File: config.mk
export PLATFORM = sky130hd
export DESIGN_NAME = shift_tx
export DESIGN_NICKNAME = d
export VERILOG_FILES = /design/src/rtl/shift_tx_pkg.sv /design/src/rtl/shift_tx_bit_timer.sv /design/src/rtl/shift_tx.sv
export SDC_FILE = /design/constraint.sdc
export NUM_CORES = 1
export LEC_CHECK = 0
export CAP_MARGIN = 30
export CORE_MARGIN = 3
export CORE_UTILIZATION = 45
export CTS_BUF_LIST = sky130_fd_sc_hd__clkbuf_2 sky130_fd_sc_hd__clkbuf_4 sky130_fd_sc_hd__clkbuf_8
export DETAILED_ROUTE_END_ITERATION = 12
export PLACE_DENSITY = 0.69
export SLEW_MARGIN = 10
export SYNTH_ARGS = -nofsm -noshare
export SYNTH_HDL_FRONTEND = slang
export SYNTH_SLANG_ARGS = --single-unit
File: constraint.sdc
create_clock -name clk -period 3.1 [get_ports clk]
set_input_delay 0.465 -clock clk [delete_from_list [all_inputs] [get_ports clk]]
set_output_delay 0.465 -clock clk [all_outputs]
set_load 0.01 [all_outputs]
File: src/rtl/shift_tx_pkg.sv
// Shared definitions for the serial transmitter: FSM state encoding and a
// width helper used to size the bit counter.
package shift_tx_pkg;

  typedef enum logic [1:0] {
    IDLE  = 2'd0,
    SHIFT = 2'd1,
    DONE  = 2'd2
  } state_t;

  // Bits needed to count 0..value-1 (returns 0 for value <= 1).
  function automatic int clog2(input int value);
    int v;
    int r;
    v = value - 1;
    r = 0;
    while (v > 0) begin
      r++;
      v = v >> 1;
    end
    return r;
  endfunction

endpackage

File: src/rtl/shift_tx_bit_timer.sv
// Loadable down-counter that sets the bit period; its terminal count marks the
// last cycle of each serial bit.
module bit_timer #(
  parameter int DIV_WIDTH = 8
) (
  input  logic                 clk,
  input  logic                 rst_n,
  input  logic                 load,
  input  logic                 en,
  input  logic [DIV_WIDTH-1:0] load_val,
  output logic                 tc
);

  logic [DIV_WIDTH-1:0] tick_cnt;

  // NOTE: sequential state uses non-blocking (<=) so every register samples
  // its inputs from before the edge; blocking here would create ordering races.
  always_ff @(posedge clk or negedge rst_n) begin
    if (!rst_n) begin
      tick_cnt <= '0;
    end else if (load) begin
      tick_cnt <= load_val;
    end else if (en) begin
      tick_cnt <= tick_cnt - 1'b1;
    end
  end

  assign tc = (tick_cnt == '0);

endmodule

File: src/rtl/shift_tx.sv
// Parallel-in, serial-out transmitter: takes one word per valid/ready
// handshake and shifts it out MSB- or LSB-first with a per-bit strobe.
module shift_tx
  import shift_tx_pkg::*;
#(
  parameter int DATA_WIDTH = 16,
  parameter int DIV_WIDTH  = 8
) (
  input  logic                  clk,
  input  logic                  rst_n,
  input  logic                  in_valid,
  output logic                  in_ready,
  input  logic [DATA_WIDTH-1:0] in_data,
  input  logic                  lsb_first,
  input  logic [DIV_WIDTH-1:0]  div,
  output logic                  sout,
  output logic                  sframe,
  output logic                  bit_strobe,
  output logic                  done
);

  localparam int CNT_W = (DATA_WIDTH > 1) ? clog2(DATA_WIDTH) : 1;
  localparam logic [CNT_W-1:0] LAST_BIT = CNT_W'(DATA_WIDTH - 1);

  state_t                state_q, state_d;
  logic [DATA_WIDTH-1:0] shift_q;
  logic [CNT_W-1:0]      bit_cnt_q;
  logic                  lsb_q;
  logic [DIV_WIDTH-1:0]  div_q;

  logic accept;
  logic tc;
  logic last_tick;
  logic last_bit;

  assign in_ready  = (state_q == IDLE);
  assign accept    = in_valid && in_ready;
  assign last_tick = (state_q == SHIFT) && tc;
  assign last_bit  = (bit_cnt_q == LAST_BIT);

  // The timer reloads from the live div input on accept, and from the
  // captured copy between bits so mid-frame changes to div are ignored.
  bit_timer #(
    .DIV_WIDTH(DIV_WIDTH)
  ) u_bit_timer (
    .clk      (clk),
    .rst_n    (rst_n),
    .load     (accept || last_tick),
    .en       (state_q == SHIFT),
    .load_val (accept ? div : div_q),
    .tc       (tc)
  );

  always_ff @(posedge clk or negedge rst_n) begin
    if (!rst_n) begin
      state_q <= IDLE;
    end else begin
      state_q <= state_d;
    end
  end

  // NOTE: state_d gets a default before the case so no path leaves it
  // unassigned, which would otherwise infer a latch.
  always_comb begin
    state_d = state_q;
    case (state_q)
      IDLE:    if (accept) state_d = SHIFT;
      SHIFT:   if (last_tick && last_bit) state_d = DONE;
      DONE:    state_d = IDLE;
      default: state_d = IDLE;
    endcase
  end

  always_ff @(posedge clk or negedge rst_n) begin
    if (!rst_n) begin
      shift_q   <= '0;
      bit_cnt_q <= '0;
      lsb_q     <= 1'b0;
      div_q     <= '0;
    end else if (accept) begin
      shift_q   <= in_data;
      bit_cnt_q <= '0;
      lsb_q     <= lsb_first;
      div_q     <= div;
    end else if (last_tick) begin
      // The final bit leaves the counter parked at zero instead of wrapping.
      bit_cnt_q <= last_bit ? '0 : bit_cnt_q + 1'b1;
      shift_q   <= lsb_q ? (shift_q >> 1) : (shift_q << 1);
    end
  end

  assign sframe     = (state_q == SHIFT);
  assign sout       = sframe && (lsb_q ? shift_q[0] : shift_q[DATA_WIDTH-1]);
  assign bit_strobe = last_tick;
  assign done       = (state_q == DONE);

endmodule

# After elaboration in Yosys (flattened, before gate mapping)

Index checks and enable logic that the tools add are counted.
Widths: inputs -> output; s select.

Bits in registers: 39
Input port bits: 28
Output and inout bits: 5
Word-level logic and storage cells: 36

$add $sub $neg: 2
Equality and inequality tests: 5
Muxes and demuxes: 13
Reductions and logical operators: 10

Operator list:

| kind                | count |
|---|---|
| $mux 16             | 3 |
| $mux 8              | 3 |
| $mux 4              | 3 |
| $logic_not 8->1     | 1 |
| $sub 8x1->8 const B | 1 |
| $add 4x1->4 const B | 1 |
| $eq 4x4->1 const B  | 1 |
| $logic_and 1x1->1   | 4 |
| $mux 2              | 2 |
| $ne 2x1->1 const B  | 2 |
| $pmux 2 s2          | 1 |
| $reduce_bool 2->1   | 2 |
| $eq 2x1->1 const B  | 1 |
| $eq 2x2->1 const B  | 1 |
| $logic_not 2->1     | 1 |
| $reduce_and 2->1    | 1 |
| $logic_or 1x1->1    | 1 |
| $mux 1              | 1 |

# Logic depth before layout (Yosys ltp)

Depth after elaboration: 5
Mapped depth: 8
Depth with buffers taken out: 7

# By module

From an unflattened synthesis, not the netlist that was laid out.

Cells, all modules: 175
Area, all modules: 2198.4 µm²

Modules (own cells, without submodules):

| module    | instances | cells an instance | area an instance (µm²) |
|---|---|---|---|
| shift_tx  | 1         | 125               | 1724.2 |
| bit_timer | 1         | 50                | 474.2 |

# Worst setup path before layout

OpenSTA, ideal clock, no wires.

Path kind: flip-flop to flip-flop
Start: register u_bit_timer.tick_cnt[0]
End: register bit_cnt_q[3]
Data arrival time: 1710 ps
Required time: 3027 ps
Setup slack: 1317 ps
Cell stages (with the launch flop): 7
Path buffers: 0
Cells stage by stage: dfrtp_1 inv_1 ha_1 nor4b_4 nand3_4 or4_4 a21oi_2

Longest elaborated chain between the ends: 3

RTL lines:

| element                     | line                     | source |
|---|---|---|
| from (decl)                 | shift_tx_bit_timer.sv:14 | `logic [DIV_WIDTH-1:0] tick_cnt;` |
| from (signal assigned)      | shift_tx_bit_timer.sv:22 | `tick_cnt <= load_val;` |
| from (signal assigned)      | shift_tx_bit_timer.sv:24 | `tick_cnt <= tick_cnt - 1'b1;` |
| $logic_not 8->1             | shift_tx_bit_timer.sv:28 | `assign tc = (tick_cnt == '0);` |
| $logic_and 1x1->1           | shift_tx.sv:38           | `assign last_tick = (state_q == SHIFT) && tc;` |
| $reduce_bool 2->1 (no line) | -                        |  |
| to (signal assigned)        | shift_tx.sv:87           | `bit_cnt_q <= last_bit ? '0 : bit_cnt_q + 1'b1;` |
| to (decl)                   | shift_tx.sv:27           | `logic [CNT_W-1:0] bit_cnt_q;` |

No other way between the ends.
A chain may end at the register's enable or synchronous reset.

# Worst setup path after layout

Start: register u_bit_timer.tick_cnt[0]
End: output port bit_strobe

Longest elaborated chain between the ends: 2

RTL lines:

| element           | line                     | source |
|---|---|---|
| $logic_not 8->1   | shift_tx_bit_timer.sv:28 |  |
| $logic_and 1x1->1 | shift_tx.sv:38           |  |
| to (decl)         | shift_tx.sv:18           | `output logic bit_strobe,` |

No other way between the ends.

==> flow_metrics.tcl <==
set metrics [dict create \
    global_route.overflow_total 0 \
    clkLatencyLatePin_ns 0.29 \
    r2r_start "u_bit_timer.tick_cnt[0]$_DFFE_PN0P_" \
    regToRegSetupSlack_ns 1.11 \
    max_clock_freq_ghz 0.376 \
    num_rows 24 \
    ios 33 \
    path_clk_slew_ns 0.08 \
    grt.total_usage_pct 18.6 \
    synth-main-ff-cell "dfrtp_1" \
    synth.most_common_cell "nand2_1" \
    syn_avg_cell_area_um2 8.91 \
    areaGrowthSynthToFinish_pct 22.9 \
    drive_above_1_share_pct 9.40 \
    vias 1722 \
    hold_class "input port to async pin" \
    outcome "finished, final reports clean" \
    worst_ep_arrival_time_ns 2.19 \
    syn-cell-area_um2 2090 \
    hpwl_um 3120 \
    grt_pass1_vias 1671 \
    clock-sinks 39 \
    cts-buffers-inserted 5 \
    first_pass_iters 4 \
    cp_max_fo 10 \
    syn_nets 265 \
    nFillCells 414 \
    cts-resized-gates 0 \
    die_w_um 74.2 \
    synthArstFlopShare_pct 100 \
    period_needed_ns 2.66 \
    rr_worst_depth 6 \
    hold_violations 0 \
    yosysUniqueCellTypes 42 \
    rsz0062_at_grt "false" \
    place.gp.congestion 0.902 \
    postCtsHoldBufs 0 \
    tightest_slew_ns 0.568 \
    routed_wl_um 4630 \
    tns_ns 0 \
    dr.first_iter.drc_count 96 \
    die_h_um 74.2 \
    power.total_uw 2300 \
    grt_pass1_wl_um 7770 \
    power_density_nw_per_um2 895 \
    wl_per_cell_um 14.6 \
    fin_crit_sh_pct 85.8 \
    power_leakage_uw 0.00111 \
    start_kind "flop" \
    core_area_um2 4410 \
    yosys_warnings 0 \
    num_antenna_cells 0 \
    multi_input_area_um2 1050 \
    skew_ns 0.00947 \
    netlist.area_leader.share_pct 46.6 \
    cts_tree "done" \
    postCtsSetupBuffers 0 \
    reg2reg_to "bit_cnt_q[3]$_DFFE_PN0P_" \
    drv_slew 0 \
    synth_largest_area_cell "dfrtp_1" \
    initial_core_util_pct 47.4 \
    io_buffers 32 \
    worstSetupEndpointType "primary output" \
    htree_levels 2 \
    syn_inst 235 \
    cts-root-buf "clkbuf_8" \
    ys_seq_area_share_pct 46.6 \
    max-vdd-ir-drop_mv 0.420 \
    setup_viol 0 \
    antenna_left 0 \
    synth_commonest_cells "nand2_1, dfrtp_1, nor2_1" \
    antenna_found_initial 0 \
    synth-edff-count 0 \
    critPathKind "flop to primary output" \
    slew-limit-headroom_pct 62.0 \
    synth_seq_cells 39 \
    die_area_um2 5510 \
    cap_viol_max_count 0 \
    ys_top_cells_by_area "dfrtp_1, nand2_1, mux2i_1, o21ai_0, a21oi_1" \
    drc 0 \
    clockBufferDepth 2 \
    grt_max_degree 45 \
    viasPerCell 5.42 \
    required_ns 2.63 \
    utilization_pct 58.3 \
    seqCellArea_um2 976 \
    fin_nets 297 \
]
[placed cells by master (no fill, tap or decap), types with 2 or more instances in the layout]
cell type,synthesis,routed
o311ai_0,3,3
or3_1,2,2
nor3_1,3,3
o21ai_0,19,19
nand2_1,48,48
dfrtp_1,39,39
a22oi_1,2,2
nor2b_1,3,3
mux2_2,2,2
buf_12,0,2
xnor2_1,3,3
clkbuf_8,0,5
ha_1,2,2
buf_4,0,4
a21oi_1,18,18
nor2_1,24,24
mux2i_1,15,15
nand4_1,2,2
nand3b_1,3,3
o31ai_1,2,2
a31oi_1,5,4
nand3_1,4,4
clkdlybuf4s50_1,0,31
inv_1,3,3
[through the flow]
step                area [µm²]  setup WS [ns]  hold WS, ns  instances
finish                    2570          0.441       0.0163        318
global route              2570          0.256       0.0133        318
CTS                       2550          0.404        0.323        317
detailed placement        2480          0.734        0.467        311
global placement          2480          0.774        0.462        311
floorplan                 2090           1.32        0.169        235
[registers in the layout (all words and copies together) (netlist names)]
| register | cells |
|---|---|
| bit_cnt_q | 4 |
| div_q | 8 |
| lsb_q | 1 |
| shift_q | 16 |
| state_q | 2 |
| u_bit_timer.tick_cnt | 8 |
[critical path: stages, from the launching register on]
cell and delay (ns):
dfrtp_1 0.39, inv_1 0.09, ha_1 0.20, nor4b_4 0.37, nand3_4 0.21, clkinv_1 0.10, clkdlybuf4s50_1 0.54
[final cells by class]
class | instances | share of cell area, %
Multi-Input combinational cell | 178 | 40.9
Sequential cell | 39 | 37.9
Timing Repair Buffer | 38 | 15.0
Clock buffer | 6 | 2.96
Tap cell | 52 | 2.53
Inverter | 5 | 0.729
[how the worst max path moves through the flow]
| stage | start | end | slack [ns] | cells after the start |
|---|---|---|---|---|
| after floorplan | u_bit_timer.tick_cnt[0]$_DFFE_PN0P_ | bit_cnt_q[3]$_DFFE_PN0P_ | 1.32 | 6 |
| after global routing | u_bit_timer.tick_cnt[0]$_DFFE_PN0P_ | bit_strobe | 0.26 | 6 |
| after CTS | u_bit_timer.tick_cnt[0]$_DFFE_PN0P_ | bit_strobe | 0.40 | 6 |
| final | u_bit_timer.tick_cnt[0]$_DFFE_PN0P_ | bit_strobe | 0.44 | 6 |
| after detailed placement | u_bit_timer.tick_cnt[0]$_DFFE_PN0P_ | bit_strobe | 0.73 | 6 |
| after global placement | in_valid | u_bit_timer.tick_cnt[7]$_DFFE_PN0P_ | 0.77 | 6 |
[layer usage]
layer  global-route usage, %  part of all wire, %  vias to the layer above
met3                    5.41                  4.8                        5
met5                       0                    0                        -
met2                    29.5                   46                       37
met1                    24.0                   48                      793
met4                    7.71                  1.7                        0
li1                        -                    -                      887
[cell families (layout without fill, tap and decap cells)]
group / Yosys count / count (layout) / synth area share, %
AO/OA/AOI/OAI: 57 / 57 / 16.2
XOR/XNOR: 3 / 3 / 1.25
adder cells (fa/ha/maj): 2 / 2 / 1.19
buffers and inverters: 18 / 49 / 3.64
flip-flops: 39 / 39 / 46.6
multiplexers: 17 / 17 / 8.24
AND/OR/NAND/NOR: 99 / 99 / 22.8
[report_power, final]
group	total, µW	internal (µW)	switching, µW
combinational	1040	492	551
sequential	932	732	201
clock	330	159	171
Power figures use the tool's default switching activity.
